[config.mk]
export PLATFORM = sky130hd
export DESIGN_NAME = serial_subtractor
export DESIGN_NICKNAME = d
export VERILOG_FILES = /design/src/rtl/serial_subtractor.sv
export SDC_FILE = /design/constraint.sdc
export NUM_CORES = 1
export LEC_CHECK = 0
export CORE_MARGIN = 4
export CORE_UTILIZATION = 40
export DETAILED_ROUTE_END_ITERATION = 8
export HOLD_SLACK_MARGIN = 0.15
export PLACE_DENSITY_LB_ADDON = 0.15
export SYNTH_ARGS = -nofsm -noshare
export SYNTH_HDL_FRONTEND = slang
export SYNTH_SLANG_ARGS = --single-unit
export TNS_END_PERCENT = 1
[constraint.sdc]
create_clock -name clk -period 3.2 [get_ports clk]
set_clock_uncertainty 0.1 [all_clocks]
set_input_delay 0.48 -clock clk [delete_from_list [all_inputs] [get_ports clk]]
set_output_delay 0.48 -clock clk [all_outputs]
set_load 0.02 [all_outputs]
[src/rtl/serial_subtractor.sv]
// ============================================================================
// serial_subtractor : bit-serial a - b - bin, LSB first, one bit per clock.
// Optional signed-overflow flag when SERIAL_SUB_OVF_EN is defined.
// Rev 1.0
// ============================================================================
`default_nettype none

module serial_subtractor #(
    parameter int WIDTH = 8
) (
    input  logic             clk,
    input  logic             rst_n,
    input  logic             start,
    input  logic [WIDTH-1:0] a,
    input  logic [WIDTH-1:0] b,
    input  logic             bin,
    output logic             busy,
    output logic             done,
    output logic [WIDTH-1:0] diff,
    output logic             bout,
    output logic             ovf
);

    localparam int CNT_W = $clog2(WIDTH);
    localparam logic [CNT_W-1:0] c_last = CNT_W'(WIDTH - 1);

    typedef enum logic [1:0] {
        IDLE  = 2'd0,
        SHIFT = 2'd1,
        DONE  = 2'd2
    } state_t;

    state_t           r_state;
    state_t           w_state_next;
    logic [WIDTH-1:0] r_a_sh;
    logic [WIDTH-1:0] r_b_sh;
    logic             r_brw;
    logic [CNT_W-1:0] r_cnt;
    logic [WIDTH-1:0] r_diff;
    logic             r_bout;
    logic             w_accept;
    logic             w_shift;
    logic             w_last;
    logic             w_d;
    logic             w_brw_next;
    logic [WIDTH-1:0] w_diff_next;

    always_ff @(posedge clk or negedge rst_n) begin
        if (!rst_n) begin
            r_state <= IDLE;
        end else begin
            r_state <= w_state_next;
        end
    end

    always_comb begin
        w_state_next = r_state;
        busy         = 1'b0;
        done         = 1'b0;
        w_accept     = 1'b0;
        w_shift      = 1'b0;
        w_last       = 1'b0;
        case (r_state)
            IDLE: begin
                if (start) begin
                    w_accept     = 1'b1;
                    w_state_next = SHIFT;
                end
            end
            SHIFT: begin
                busy    = 1'b1;
                w_shift = 1'b1;
                if (r_cnt == c_last) begin
                    w_last       = 1'b1;
                    w_state_next = DONE;
                end
            end
            DONE: begin
                done         = 1'b1;
                w_state_next = IDLE;
            end
            default: w_state_next = IDLE;
        endcase
    end

    // Full-subtractor cell on the current LSB pair.
    assign w_d        = r_a_sh[0] ^ r_b_sh[0] ^ r_brw;
    assign w_brw_next = (~r_a_sh[0] & r_b_sh[0]) | (~(r_a_sh[0] ^ r_b_sh[0]) & r_brw);

    // Difference bits enter the minuend register from the top as its bits are consumed.
    assign w_diff_next = {w_d, r_a_sh[WIDTH-1:1]};

    always_ff @(posedge clk or negedge rst_n) begin
        if (!rst_n) begin
            r_a_sh <= '0;
            r_b_sh <= '0;
            r_brw  <= 1'b0;
            r_cnt  <= '0;
        end else if (w_accept) begin
            r_a_sh <= a;
            r_b_sh <= b;
            r_brw  <= bin;
            r_cnt  <= '0;
        end else if (w_shift) begin
            r_a_sh <= w_diff_next;
            r_b_sh <= {1'b0, r_b_sh[WIDTH-1:1]};
            r_brw  <= w_brw_next;
            r_cnt  <= r_cnt + CNT_W'(1);
        end
    end

    always_ff @(posedge clk or negedge rst_n) begin
        if (!rst_n) begin
            r_diff <= '0;
            r_bout <= 1'b0;
        end else if (w_last) begin
            r_diff <= w_diff_next;
            r_bout <= w_brw_next;
        end
    end

    assign diff = r_diff;
    assign bout = r_bout;

`ifdef SERIAL_SUB_OVF_EN
    logic r_ovf;

    // On the last bit, r_brw is the borrow into the MSB stage and w_brw_next is bout.
    always_ff @(posedge clk or negedge rst_n) begin
        if (!rst_n) begin
            r_ovf <= 1'b0;
        end else if (w_last) begin
            r_ovf <= r_brw ^ w_brw_next;
        end
    end

    assign ovf = r_ovf;
`else
    assign ovf = 1'b0;
`endif

endmodule

`default_nettype wire
* Word-level counts from Yosys, hierarchy flattened
Index checks and enable logic that the tools add are counted.
W data, S select, Z words.
** Word-level totals
- ROM bits :: 0
- Output and inout bits :: 12
- Memories :: 0
- RAM bits :: 0
- Latch bits :: 0
- Word-level logic and storage cells :: 40
- Input bits :: 20
- Register bits :: 31
** Cells by class
- Shift-type cells :: 0
- Eq/ne operators :: 5
- Multipliers :: 0
- Div/mod/pow operators :: 0
- $add $sub $neg :: 1
- Magnitude comparators :: 0
- Reduce and logical (&&, ||, !) cells :: 3
- Muxes and demuxes :: 17
- Bitwise operators :: 7
** Operator list (count)
- $mux W8 :: 4
- $mux W1 :: 8
- $mux W3 :: 2
- $mux W2 :: 2
- $ne A2 B2 Y1 const B :: 2
- $pmux W2 S2 :: 1
- $add A3 B1 Y3 const B :: 1
- $eq A3 B3 Y1 const B :: 1
- $and A1 B1 Y1 :: 2
- $eq A2 B1 Y1 const B :: 1
- $eq A2 B2 Y1 const B :: 1
- $logic_not A2 Y1 :: 1
- $not A1 Y1 :: 2
- $reduce_and A2 Y1 :: 1
- $reduce_bool A2 Y1 :: 1
- $xor A1 B1 Y1 :: 2
- $or A1 B1 Y1 :: 1

* Depth between registers and ports, before layout
Gate-level depths: netlist (run 1).
- Depth in word-level cells :: 6
- Mapped depth :: 6
- Depth with buffers taken out :: 5

* Worst setup path after synthesis (run 1)
Ideal clock, no wire load.
- Kind :: reg2reg
- Start point :: register r_cnt[0]
- End point :: register r_diff[1] (netlist: diff[1])
- Path buffers :: 1
- Stages on the path, launching flop included :: 6
- Setup slack :: 1.599 ns
- Clock period less this slack :: 1.601 ns
- Data required time :: 2.975 ns
- Data arrival time :: 1.376 ns
- Cells stage by stage :: dfrtp_1 > ha_1 > ha_1 > nand3b_1 > buf_2 > mux2_2
** On the way
- Word-level cells in the longest chain between the ends :: 3
** Ends and longest elaborated chain
- start, declared :: line 38 : logic [CNT_W-1:0] r_cnt;
- start signal, assigned :: line 108 : r_cnt <= r_cnt + CNT_W'(1);
- $eq A3 B3 Y1 :: line 73 : if (r_cnt == c_last) begin
- $mux W1 :: line 73
- $mux W1 :: line 63 : case (r_state)
- end signal, assigned :: line 117 : r_diff <= w_diff_next;
- end, declared :: line 39 : logic [WIDTH-1:0] r_diff;
Every way passes these cells.
A chain may end at the register's enable or synchronous reset.

* Final worst setup path (run 1)
- Start point :: register r_state[1]
- End point :: output port busy
** On the way
- Word-level cells in the longest chain between the ends :: 2
** Ends and longest elaborated chain
- start, declared :: line 33 : state_t r_state;
- start signal, assigned :: line 52 : r_state <= w_state_next;
- $eq A2 B1 Y1 :: line 63
- $mux W1 :: line 63
- end, declared :: line 17 : output logic busy,
Every way passes these cells.

==> results of run 1 <==
## flip-flops by register name (all words and copies together), names as in the netlist
name	flops
bout	1
r_b_sh	8
r_a_sh	8
r_state	2
r_brw	1
diff	8
r_cnt	3
## layout by cell type, fill, tap and decap left out, types with 2 or more instances in the layout
| master | instances |
|---|---|
| a21oi_1 | 8 |
| a22o_1 | 2 |
| a2bb2oi_1 | 8 |
| clkbuf_4 | 5 |
| clkdlybuf4s50_1 | 30 |
| clkinv_2 | 3 |
| dfrtp_1 | 31 |
| ha_1 | 2 |
| inv_1 | 5 |
| mux2_2 | 8 |
| nand2_1 | 2 |
| nand2b_1 | 3 |
| nand3b_1 | 2 |
| nor2_1 | 3 |
| o22ai_1 | 20 |
## report_power, final
part           switching [mW]  total (mW)  internal, mW  leakage, nW
sequential              0.133       0.714         0.581        0.359
combinational           0.355       0.753         0.398        0.334
clock                   0.132       0.213        0.0815       0.0347
total                   0.620        1.68          1.06        0.728
## final cells by class
type                       count  area (sq um)  share of cell area, %
multi-input combinational     67           505                   29.4
inverter                       6          22.5                   1.31
sequential                    31           776                   45.1
timing repair buffer          31           308                   17.9
clock inverter                 3          15.0                  0.873
clock buffer                   5          37.5                   2.18
tap                           44          55.1                   3.20
## through the flow
stage          setup slack [ps]  hold slack (ps)
2_1_floorplan              1600             84.4
3_3_place_gp               1110              374
3_5_place_dp               1070              370
4_1_cts                     685              406
5_1_grt                     559              423
6_report                    706              391
## worst paths after layout
path | slack [ps] | to | startpoint | depth (start not counted)
worst max-delay path | 710 | busy | r_state[1]$_DFFE_PN0P_ | 3
worst min-delay path | 390 | r_cnt[0]$_DFFE_PN0P_ | r_cnt[0]$_DFFE_PN0P_ | 1
worst max register to register | 1350 | diff[7]$_DFFE_PN0P_ | r_cnt[0]$_DFFE_PN0P_ | 4
worst min register to register | 390 | r_cnt[0]$_DFFE_PN0P_ | r_cnt[0]$_DFFE_PN0P_ | 1
max in group asynchronous | 2290 | diff[6]$_DFFE_PN0P_ | rst_n | 2
min in group asynchronous | 420 | diff[1]$_DFFE_PN0P_ | rst_n | 2
## metal layers
layer	global-route usage [%]	vias to the layer above
met5	0	-
met1	20.7	500
met3	5.95	9
met2	21.9	30
li1	-	477
met4	8.12	0
## cells by family (layout without fill, tap and decap cells)
logic type                 count (synthesis)  after routing
AOI/OAI and AO/OA                         43             43
DFF                                       31             31
buffers and inverters                     15             45
and+or+nand+nor                           12             12
muxes                                      8              8
adders and majority gates                  3              3
other                                      1              1
==> flow_summary.toml, run 1 <==
[run_status]
status = "finished clean"

[routing]
met2_length_um = 1380
met3_length_um = 155
vias_per_cell = 5.43
wire_per_inst_um = 16.1
m1WireLength_um = 1400
route.vias.total = 1016
dr.pass1.iters = 4
dr.first_iter.drc_count = 21
top_layer_used = "met4"
drt-total-wl_um = 3010
ant_nets = 0
drc = 0

[critical_path]
arrival_ps = 1910
critPathKind = "register to output port"
cp_slowest_stage_delay_ps = 640
worst_ep_required_time_ps = 2620
slowest_stage = "clkdlybuf4s50_1"
path_cells = "nand2b_1 > inv_1 > clkdlybuf4s50_1"
crit_path_max_fanout = 8
critPathBufInv = 2
start_kind = "register"
critPathTopFamily = "buffers and inverters"
endpoint_kind = "output port"

[global_routing]
grt_max_degree = 32
grt_pass1_vias = 1049
grt_usage_pct = 15.6
grt_pass1_wl_um = 5030
antenna_found_initial = 0
grt-ovfl-total = 0

[clock_tree]
clock_path_buffers = 2
path_clk_slew_ps = 90
cts-buffers-inserted = 5
post-cts-setup-buffer-count = 0
cts_root_buf = "clkbuf_4"
cts.sinks = 31
cts_resized = 0
cts_tree = "yes"
cts_hold_buffers = 0
htree_levels = 2
insertion_delay_ps = 330

[pwr]
p_leak_nw = 0.728
power_density_nw_per_um2 = 977
fin_total_pwr_mw = 1.68
peakVddDrop_mv = 0.427

[logic_synthesis]
ys.flop_type = "dfrtp_1"
synthArstFlopShare_pct = 100
ys_warn_count = 0
seq_area_frac_synth_pct = 57.0
synth_area_leader_cell = "dfrtp_1"
synth_top_family_by_area = "compound AO/OA/AOI/OAI gates"
synth_edf_count = 0
synth_area_leaders = "dfrtp_1, o22ai_1, mux2_2, a2bb2oi_1, a21oi_1"
avgSynthCellArea_sq_um = 12.0
synth_compound_area_share_pct = 21.8
synth-xor-area-share_pct = 0
ys_ff_latch = 31
synth_commonest_cells = "dfrtp_1, o22ai_1, a21oi_1, a2bb2oi_1, mux2_2"
synth_adder_area_share_pct = 3.31
synth_most_common_cell = "dfrtp_1"
syn-cell-area_sq_um = 1360
syn-num-nets = 136
syn_inst = 113
yosysTopAreaCellShare_pct = 57.0
yosysUniqueCellTypes = 26
synthSimpleGateAreaFrac_pct = 5.15
synthMuxAreaShare_pct = 6.62

[timing]
hold_viol = 0
fin_crit_ps = 2490
slew_headroom_pct = 62.7
tns_ps = 0
final-setup-viol-count = 0
final-max-slew-violation-count = 0
fmax_mhz = 401
rsz0062_at_grt = "no"
fin_crit_sh_pct = 77.9
worst_pin_slew_ps = 558

[finish]
final_cell_count_no_fill = 187
stdcell_area_sq_um = 1720
nFillCells = 282
fin_nets = 165
area_delta_synth_final_pct = 26.4
utilization_pct = 54.5
post_route_cells_drive_above_1_share_pct = 14.0
diodes = 0

[placed_design]
place_area_sq_um = 1670
dp_hpwl_um = 2090
gp_congestion = 0.765
io_buffers = 30
dp.cells = 179

[run]
maxCapViolCount = 0

[floorplanning]
pin_count = 32
core_area_sq_um = 3150
die_area_sq_um = 4400
die_h_um = 66.3
core.rowCount = 20
start_util_pct = 43.1
die_width_um = 66.3

[worst_hold_path]
hp-class = "register to register"
Power figures use the tool's default switching activity.
==> run 2, diff against run 1 <==
==> constraint.sdc (replaced) <==
create_clock -name clk -period 2.4 [get_ports clk]
set_clock_uncertainty 0.1 [all_clocks]
set_input_delay 0.36 -clock clk [delete_from_list [all_inputs] [get_ports clk]]
set_output_delay 0.36 -clock clk [all_outputs]
set_load 0.02 [all_outputs]
==> run 2 against run 1 <==
Total power rose by 33%; sequential power rose by 33%; largest cell class unchanged; largest power group unchanged; first-iteration DRC count did not move; utilization rose by 0.16 points; combinational power rose by 33%; clock power rose by 33%; non-clock buffer count did not move; worst hold slack got worse by 88 ps; global-route usage did not move; highest routed layer unchanged; die area did not move.
==> flow_summary.toml, run 2 (synthesis gave the netlist of run 1 again) <==
[pwr]
p_clk_share_pct = 12.7
power_density_nw_per_um2 = 1300
fin_total_pwr_mw = 2.24
cell_internal_pwr_mw = 1.41
p_leak_nw = 0.731
seqPwrFrac_pct = 42.5
comb_power_share_pct = 44.8
peakVddDrop_mv = 0.572
switchingPower_uw = 825
switching_share_pct = 36.8

[floorplanning]
start_util_pct = 43.1
core_area_sq_um = 3150
core.rowCount = 20
pin_count = 32
die_area_sq_um = 4400
die_width_um = 66.3
die_h_um = 66.3

[routing]
dr.first_iter.drc_count = 21
vias_per_cell = 5.40
dr.pass1.iters = 4
wire_per_inst_um = 16.0
drc = 0
drt-total-wl_um = 3000
ant_nets = 0
route.vias.total = 1009

[clock_tree]
cts-buffers-inserted = 5
cts_hold_buffers = 0
clock_path_buffers = 2
htree_levels = 2
path_clk_slew_ps = 100
cts_root_buf = "clkbuf_4"
insertion_delay_ps = 330
cts.sinks = 31
cts_tree = "yes"

[timing]
tns_ps = 0
worst_pin_slew_ps = 558
final-setup-viol-count = 0
fmax_mhz = 470
rsz0062_at_grt = "no"
hold_viol = 0
fin_crit_ps = 2130
final-max-slew-violation-count = 0
slew_headroom_pct = 62.7
fin_crit_sh_pct = 88.6

[run]
maxCapViolCount = 0

[critical_path]
slowest_stage = "clkdlybuf4s50_1"
endpoint_kind = "output port"
cp_slowest_stage_delay_ps = 620
critPathBufInv = 2
crit_path_max_fanout = 17
r2r_cells = 4
critPathTopFamily = "buffers and inverters"
r2r_setup_slack_ps = 550
critPathKind = "register to output port"
reg2reg_from = "r_cnt[0]$_DFFE_PN0P_"
rr_endpoint = "diff[7]$_DFFE_PN0P_"
start_kind = "register"
path_cells = "inv_2 > nor2_1 > clkdlybuf4s50_1"
worst_ep_required_time_ps = 1940
arrival_ps = 1670

[finish]
stdcell_area_sq_um = 1720
diodes = 0
layout_common_cells = "dfrtp_1, clkdlybuf4s50_1, o22ai_1"
final_common_cell = "dfrtp_1"
post_route_cells_drive_above_1_share_pct = 14.7
area_delta_synth_final_pct = 26.8
fin_nets = 165

[run_status]
status = "finished clean"

[global_routing]
grt_pass1_vias = 1049
antenna_found_initial = 0
grt_pass1_wl_um = 5030
grt_max_degree = 32
grt_usage_pct = 15.6
grt-ovfl-total = 0

[worst_hold_path]
hp-class = "primary input to asynchronous set/reset pin"

[placed_design]
gp_congestion = 0.765
io_buffers = 30
dp_hpwl_um = 2090
place_area_sq_um = 1670
==> run 2: changes by cell type in the layout (fill, tap and decap cells not counted), sizes merged <==
cell	before	now
clkdlybuf4s50	30	29
dlymetal6s2s	0	1
==> run 2: cell type report <==
class                   instances  area [sq um]
well taps                      44          55.1
clock inverters                 3          15.0
multi-input cells              67           508
inverters                       6          22.5
clock buffers                   5          37.5
repair buffers                 31           310
fillers                       282          1430
flip-flops and latches         31           776
==> run 2: power groups by stage <==
stage / clock, mW / combinational, mW / sequential (mW)
after global placement: 0 / 0.994 / 0.949
final: 0.284 / 1.00 / 0.953
after CTS: 0.296 / 1.02 / 0.950
after detailed placement: 0 / 1.01 / 0.959
after floorplan: 0 / 0.635 / 1.00
after global routing: 0.323 / 1.11 / 0.988
==> run 2: what timing repair did <==
| action | CTS | global route |
|---|---|---|
| endpoints found under the setup margin | 0 | 1 |
| gates resized for setup | 0 | 2 |
| buffers inserted | 0 | 0 |
==> run 2: how the worst max path moves through the flow <==
stage / startpoint / to / slack [ps] / depth (start not counted)
2_1_floorplan: r_cnt[0]$_DFFE_PN0P_ / diff[1]$_DFFE_PN0P_ / 800 / 5
3_3_place_gp: r_state[1]$_DFFE_PN0P_ / busy / 430 / 3
3_5_place_dp: r_state[1]$_DFFE_PN0P_ / busy / 390 / 3
4_1_cts: r_state[1]$_DFFE_PN0P_ / busy / 5 / 3
5_1_grt: r_state[1]$_DFFE_PN0P_ / done / 170 / 3
6_report: r_state[1]$_DFFE_PN0P_ / done / 270 / 3
==> run 2: metrics by stage <==
step	worst slack [ps]	hold WS (ps)	cells	utilization [%]
after floorplan	799	-35.6	113	-
after global placement	430	374	179	52.9
after detailed placement	392	370	179	52.9
after CTS	5.01	308	187	54.5
after global routing	172	323	187	54.7
final	272	304	187	54.7
==> run 2: per-layer routing <==
layer	global-route usage (%)	vias to the layer above	routed length, um
met4	8.12	0	79
met2	21.9	30	1370
met5	0	-	0
met1	20.7	493	1380
met3	5.95	9	160
li1	-	477	-
